===== src/rtl/emern_load_ctrl.sv =====
// Load sequencer for the SPI register frontend: commits a finished SPI write as an
// en_load window at the start of vblank, never while a transaction is in flight.
`timescale 1ns/1ps
module emern_load_ctrl #(
    parameter int unsigned LOAD_CYCLES = 4,
    parameter int unsigned SYNC_STAGES = 2
) (
    input  logic       clk,
    input  logic       rst_n,
    input  logic       cs_in,
    input  logic       frame_start,
    output logic       en_load,
    output logic       pending_out,
    output logic       busy_out,
    output logic [7:0] load_count_out
);

    typedef enum logic [1:0] {
        IDLE,
        ARMED,
        LOAD
    } state_t;

    state_t                 state_q, state_d;
    logic [SYNC_STAGES-1:0] sync_q, sync_d;
    logic                   cs_prev_q, cs_prev_d;
    logic [3:0]             cnt_q, cnt_d;
    logic                   relaunch_q, relaunch_d;
    logic                   en_load_q, en_load_d;
    logic                   pending_q, pending_d;
    logic                   busy_q, busy_d;
    logic [7:0]             count_q, count_d;

    logic cs_s;
    logic cs_active;
    logic cs_rise;
    logic relaunch_nxt;

    assign cs_s      = sync_q[SYNC_STAGES-1];
    assign cs_active = ~cs_s;
    assign cs_rise   = cs_s & ~cs_prev_q;

    always_comb begin
        sync_d       = {sync_q[SYNC_STAGES-2:0], cs_in};
        cs_prev_d    = cs_s;
        state_d      = state_q;
        cnt_d        = cnt_q;
        relaunch_d   = relaunch_q;
        count_d      = count_q;
        en_load_d    = 1'b0;
        busy_d       = 1'b0;
        pending_d    = 1'b0;
        relaunch_nxt = relaunch_q | cs_rise;
        case (state_q)
            IDLE: begin
                // frame_start is deliberately ignored here, even alongside cs_rise
                if (cs_rise) begin
                    state_d   = ARMED;
                    pending_d = 1'b1;
                end
            end
            ARMED: begin
                pending_d = 1'b1;
                if (frame_start && !cs_active) begin
                    state_d   = LOAD;
                    cnt_d     = 4'(LOAD_CYCLES - 1);
                    count_d   = count_q + 8'd1;
                    en_load_d = 1'b1;
                    busy_d    = 1'b1;
                    pending_d = 1'b0;
                end
            end
            LOAD: begin
                if (cnt_q == 4'd0) begin
                    // a write finishing on the exit cycle still relaunches
                    relaunch_d = 1'b0;
                    pending_d  = relaunch_nxt;
                    state_d    = relaunch_nxt ? ARMED : IDLE;
                end else begin
                    cnt_d      = cnt_q - 4'd1;
                    en_load_d  = 1'b1;
                    busy_d     = 1'b1;
                    relaunch_d = relaunch_nxt;
                    pending_d  = relaunch_nxt;
                end
            end
            default: state_d = IDLE;
        endcase
    end

    always_ff @(posedge clk or negedge rst_n) begin
        if (!rst_n) begin
            state_q    <= IDLE;
            sync_q     <= '1;
            cs_prev_q  <= 1'b1;
            cnt_q      <= '0;
            relaunch_q <= 1'b0;
            en_load_q  <= 1'b0;
            pending_q  <= 1'b0;
            busy_q     <= 1'b0;
            count_q    <= '0;
        end else begin
            state_q    <= state_d;
            sync_q     <= sync_d;
            cs_prev_q  <= cs_prev_d;
            cnt_q      <= cnt_d;
            relaunch_q <= relaunch_d;
            en_load_q  <= en_load_d;
            pending_q  <= pending_d;
            busy_q     <= busy_d;
            count_q    <= count_d;
        end
    end

    assign en_load        = en_load_q;
    assign pending_out    = pending_q;
    assign busy_out       = busy_q;
    assign load_count_out = count_q;

endmodule


===== config.mk =====
export PLATFORM = sky130hd
export DESIGN_NAME = emern_load_ctrl
export DESIGN_NICKNAME = d
export VERILOG_FILES = /design/src/rtl/emern_load_ctrl.sv
export SDC_FILE = /design/constraint.sdc
export NUM_CORES = 1
export LEC_CHECK = 0
export ABC_AREA = 1
export CELL_PAD_IN_SITES_DETAIL_PLACEMENT = 2
export CELL_PAD_IN_SITES_GLOBAL_PLACEMENT = 2
export CORE_MARGIN = 3
export CORE_UTILIZATION = 32
export DETAILED_ROUTE_END_ITERATION = 12
export PLACE_DENSITY_LB_ADDON = 0.1
export SETUP_SLACK_MARGIN = 0.15
export SYNTH_ARGS = -nofsm -noshare
export SYNTH_HDL_FRONTEND = slang
export SYNTH_SLANG_ARGS = --single-unit
export TNS_END_PERCENT = 1

===== constraint.sdc =====
create_clock -name clk -period 1.8 [get_ports clk]
set_clock_uncertainty 0.15 [all_clocks]
set_input_delay 0.36 -clock clk [delete_from_list [all_inputs] [get_ports clk]]
set_output_delay 0.36 -clock clk [all_outputs]
set_load 0.05 [all_outputs]

==> impl_metrics.tcl, run 1 <==
set metrics [dict create \
    tightestPinTransition_ps 321 \
    rsz0062_at_grt "true" \
    power.density_nw_per_um2 1510 \
    cts_buffer_depth 2 \
    worstPathArrival_ps 1610 \
    fmax_mhz 645 \
    irDropWorstVdd_uv 452 \
    r2r_setup_slack_ps 250 \
    place_area_sq_um 1360 \
    setup.worst_path.class "reg2reg" \
    power_uw 2150 \
    grt_usage_pct 14.5 \
    p_sw_uw 986 \
    p_int_uw 1160 \
    drive_gt1_share_pct 25.0 \
    numCtsBuffers 3 \
    synthesis.nets 134 \
    cts_root_buffer "clkbuf_4" \
    critPathMaxStageDelay_ps 430 \
    grt_max_degree 21 \
    path_clk_slew_ps 120 \
    leakagePower_uw 0.000714 \
    combPwrFrac_pct 54.4 \
    drc 0 \
    slew_violations 0 \
    htree_levels 1 \
    io_pins 15 \
    die_h_um 64.5 \
    slowest_stage "dfrtp_1" \
    dp_hpwl_um 2030 \
    drtPass1Iterations 3 \
    fillers 362 \
    vias 823 \
    p_clk_share_pct 12.3 \
    relSlewSlack_pct 78.5 \
    area_growth_pct 29.9 \
    antenna_found_initial 0 \
    synth_warnings 0 \
    ys_seq_elements 20 \
    status "finished clean" \
    tns_ps 0 \
    path_cells "inv_2 > ha_4 > nand3_4 > nor2_4 > nand4_1 > nand2_1 > inv_1" \
    synth_cell_types 26 \
    critPathRequiredTime_ps 1860 \
    layout_commonest_cell "nand2_1" \
    numPortBuffers 14 \
    p_sw_share_pct 45.9 \
    end_kind "flip-flop" \
    vias_per_cell 4.47 \
    rows 20 \
    insertedDiodeCount 0 \
    hold_path.class "reg2reg" \
    finalHoldViolations 0 \
    design_area_sq_um 1420 \
    final_util_pct 45.1 \
    overflow 0 \
    final_cell_mix "32 x nand2_1, 19 x inv_1, 17 x dfrtp_1, 8 x buf_12, 7 x nand3_1" \
    post-route-period-util_pct 86.2 \
    clock_sinks 20 \
    wirelength_um 2680 \
    clock_latency_ps 300 \
    first_iter_violations 35 \
    syn_inst 122 \
    ys_seq_area_share_pct 46.1 \
    grt_pass1_wl_um 4550 \
    gp_congestion 0.721 \
    post-cts-setup-buffer-count 0 \
    crit_fanout 6 \
    synth.cell_area_sq_um 1090 \
    antenna_left 0 \
    min_period_ps 1550 \
    grt_pass1_vias 949 \
    startpoint_type "flip-flop" \
    tritoncts "done" \
    syn_area_per_cell_sq_um 8.97 \
    seqPwrFrac_pct 33.3 \
    dieArea_sq_um 4160 \
    fp.dieW_um 64.5 \
    core_region_area_sq_um 3150 \
    initial_core_util_pct 34.7 \
    nNetsFinal 153 \
    timing.max_cap.violations 0 \
    setup_viol 0 \
    wl_per_cell_um 14.5 \
]
## path summary, 6_finish.rpt
check,from,to,cells after the start
setup / recovery,state_q[1],load_count_out[6],7
hold / removal,sync_q[0],sync_q[1],0
setup reg to reg,state_q[1],load_count_out[6],7
hold reg to reg,sync_q[0],sync_q[1],0
max in group asynchronous,rst_n,sync_q[1],2
min in group asynchronous,rst_n,state_q[1],2
## layout make-up
type	count	area, sq um	area share [%]
multi-input combinational	80	524	36.9
sequential	20	504	35.4
timing repair buffer	16	228	16.0
inverter	20	75.1	5.28
tap	44	55.1	3.87
clock buffer	4	36.3	2.55
## metal layers
metal  global-route usage [%]  part of all wire [%]
met2                     26.3                    53
met3                     4.68                   4.0
met5                        0                     0
met4                     3.17                  0.90
met1                     16.5                    42
## Yosys cell counts
master     n  area share [%]
a21oi_1    1            0.46
a21oi_2    1            0.80
a31oi_1    1            0.57
buf_4      1            0.69
buf_6      1             1.0
dfrtp_1   17              39
dfstp_2    3             7.2
ha_1       8             9.1
inv_1     20             6.9
nand2_1   32              11
nand2_2    4             2.3
nand3_1    7             3.2
nand3_2    2             1.8
nand3_4    1             1.6
nand3b_1   1            0.69
nand4_1    1            0.57
nor2_1     3             1.0
nor2_2     1            0.57
nor2_4     2             2.1
o21a_1     1            0.69
o21ai_0    2            0.91
o21ai_1    6             2.7
or2_0      1            0.57
xnor2_1    2             1.6
xnor2_2    1             1.5
xor2_1     2             1.6
## state kept, by name, summed over array words and instances (netlist names)
register	flops
pending_out	1
sync_q	2
relaunch_q	1
busy_out	1
cnt_q	4
cs_prev_q	1
state_q	2
load_count_out	8
## stage by stage
step | setup slack [ps] | std cells | hold WS (ps)
global route | 114 | 184 | 223
global placement | 89.4 | 180 | 196
floorplan | 255 | 122 | -85.6
detailed placement | 31.3 | 180 | 205
finish | 249 | 184 | 219
CTS | 122 | 184 | 222
## kinds of logic after synthesis
kind of cell,count (synthesis),synth area share [%]
compound gates,12,6.17
xor+xnor,5,4.69
fa+ha+maj,8,9.14
buf+inv,22,8.57
flops,20,46.1
simple gates,55,25.4
## what timing repair did
item,4_1_cts,5_1_grt
pin swaps,0,1
gates resized for setup,2,4
endpoints found under the setup margin,4,10
hold buffers,0,0
## critical path, delay by kind of cell (launching register included)
family        cells  cell delay [ps]
fa+ha+maj         1              170
buf+inv           2              160
flops             1              430
simple gates      4              550
## power groups by stage
stage	combinational, uW	sequential (uW)	clock [uW]
after global routing	1320	741	300
after CTS	1150	718	280
final	1170	715	263
after detailed placement	1130	727	0
after floorplan	565	881	0
after global placement	1070	717	0
Note: power is estimated with default switching activity, not from simulation.
==> inputs of run 2 (changes only) <==
SLEW_MARGIN = 15   (was not set)
==> results of run 2 <==
Same layout as run 1: the final DEF is identical, and so are final timing and power.
==> inputs of run 3 (changes only) <==
ABC_AREA = not set   (was 1)
CORE_UTILIZATION = 34   (was 32)
==> impl_metrics.tcl, run 3 <==
set metrics [dict create \
    final_cell_mix "16 x dfrtp_1, 15 x buf_4, 7 x nand2_1, 7 x buf_12, 5 x ha_1" \
    drive_gt1_share_pct 41.3 \
    relSlewSlack_pct 77.5 \
    slowest_stage "dfrtp_1" \
    slew_violations 0 \
    hold_path.class "reg2reg" \
    path_clk_slew_ps 120 \
    numCtsBuffers 3 \
    critPathRequiredTime_ps 1850 \
    grt_pass1_wl_um 5030 \
    dieArea_sq_um 3860 \
    synth_warnings 0 \
    rows 19 \
    power_uw 2550 \
    syn_area_per_cell_sq_um 10.9 \
    insertedDiodeCount 0 \
    synthesis.nets 110 \
    ys_seq_area_share_pct 47.1 \
    wl_per_cell_um 17.3 \
    initial_core_util_pct 37.2 \
    first_iter_violations 14 \
    largest_reg_flops 8 \
    power.density_nw_per_um2 1670 \
    synth_edf_count 0 \
    antenna_found_initial 0 \
    hold_slack_ps 217 \
    crit_fanout 3 \
    io_pins 15 \
    dp_hpwl_um 2160 \
    numPortBuffers 14 \
    grt_max_degree 21 \
    worstPathArrival_ps 1700 \
    vias_per_cell 5.11 \
    yosysTopAreaCell "dfrtp_1" \
    fillers 287 \
    vias 859 \
    htree_levels 1 \
    status "finished clean" \
    cts_buffer_depth 2 \
    nNetsFinal 139 \
    drtPass1Iterations 4 \
    min_period_ps 1650 \
    area_growth_pct 42.4 \
    rsz0062_at_grt "true" \
    drc 0 \
    startpoint_type "flip-flop" \
    leakagePower_uw 0.000666 \
    synth_area_leaders "dfrtp_1 40%, ha_1 9.3%, dfstp_2 7.4%" \
    setup_viol 0 \
    clock_sinks 20 \
    die_h_um 62.1 \
    layout_commonest_cell "dfrtp_1" \
    setup.worst_path.class "reg2reg" \
    wirelength_um 2900 \
    critPathMaxStageDelay_ps 390 \
    overflow 0 \
    path_cells "inv_2 > buf_6 > ha_4 > o21bai_1 > o2111ai_2 > mux2_4" \
    fmax_mhz 606 \
    synth_cell_types 38 \
    synth_ff_type "dfrtp_1" \
    irDropWorstVdd_uv 729 \
    clock_latency_ps 310 \
    grt_pass1_vias 951 \
    grt_usage_pct 16.5 \
    ys_seq_elements 20 \
    post-route-period-util_pct 91.7 \
    timing.max_cap.violations 0 \
    syn_inst 98 \
    finalHoldViolations 0 \
    synth_top_area_share_pct 39.7 \
    design_area_sq_um 1530 \
    fp.dieW_um 62.1 \
    synth.cell_area_sq_um 1070 \
    tritoncts "done" \
    gp_congestion 0.759 \
    place_area_sq_um 1380 \
    synthTopCellsByCount "17 x dfrtp_1, 8 x ha_1, 7 x nand2_1" \
    end_kind "flip-flop" \
    tightestPinTransition_ps 336 \
    antenna_left 0 \
    cts_root_buffer "clkbuf_4" \
    core_region_area_sq_um 2880 \
    postSynth.asyncResetShare_pct 100 \
    synth.most_common_cell "dfrtp_1" \
]
## run 3: changes by cell type after synthesis, moves of 4 or more
cell and delta:
nand2_1 -25, inv_1 -15, nand3_1 -6, o21ai_1 -5, a21oi_1 +4, nand2_2 -4
nor3_1 +4
## run 3: area by class of cell
class	instances	area [sq um]	share of cell area [%]
clock inverter	1	30.0	1.97
tap	42	52.6	3.45
multi-input combinational	70	591	38.7
timing repair buffer	27	305	20.0
sequential	20	505	33.1
inverter	5	18.8	1.23
clock buffer	3	22.5	1.48
## run 3: metrics by stage
stage	instances	TNS [ps]	utilization [%]	setup WS, ps
floorplan	98	0	-	166
finish	168	0	53.0	150
CTS	168	0	52.5	137
global route	168	0	53.0	55.2
detailed placement	161	-108	48.0	-43.6
global placement	161	-13.6	48.0	-13.6
## run 3: what timing repair did
item / 4_1_cts / 5_1_grt
pin swaps: 3 / 2
resized for setup: 16 / 3
setup endpoints to repair: 13 / 7
hold buffers: 0 / 0
gates cloned: 0 / 0
setup buffers: 3 / 0
## run 3: cells by family (layout without fill, tap and decap cells)
group	count (synthesis)	after routing	share of synthesized area (%)
AOI/OAI and AO/OA	20	20	13.1
DFF	20	20	47.1
xor gates and xnor gates	7	7	5.72
muxes	3	3	3.39
and+or+nand+nor	32	32	17.9
buffers and inverters	8	36	3.50
adders and majority gates	8	8	9.35
## run 3: worst max-delay path: cells and delay by family, from the launching register on
kind	cells	cell delay, ps
buf+inv	2	180
fa+ha+maj	1	160
compound gates	2	350
mux	1	320
flops	1	390
## run 3: worst paths after layout
kind	from	end	cells past startpoint	slack, ps
setup reg to reg	state_q[1]	state_q[1]	6	150
hold reg to reg	sync_q[0]	sync_q[1]	0	220
min in group asynchronous	rst_n	busy_out	2	240
max in group asynchronous	rst_n	sync_q[1]	2	980
hold / removal	sync_q[0]	sync_q[1]	0	220
setup / recovery	state_q[1]	state_q[1]	6	150
## run 3: power breakdown
group          total (uW)  switching, uW  internal [uW]
Sequential            743            165            578
Combinational        1430            744            683
Clock                 377            152            225
## run 3: routing by layer
layer / GRT usage (%) / part of all wire [%] / up-vias
met5: 0 / 0 / -
met4: 5.80 / 1.9 / 0
met3: 2.34 / 2.4 / 7
met2: 28.9 / 53 / 15
met1: 20.8 / 43 / 440
li1: - / - / 397
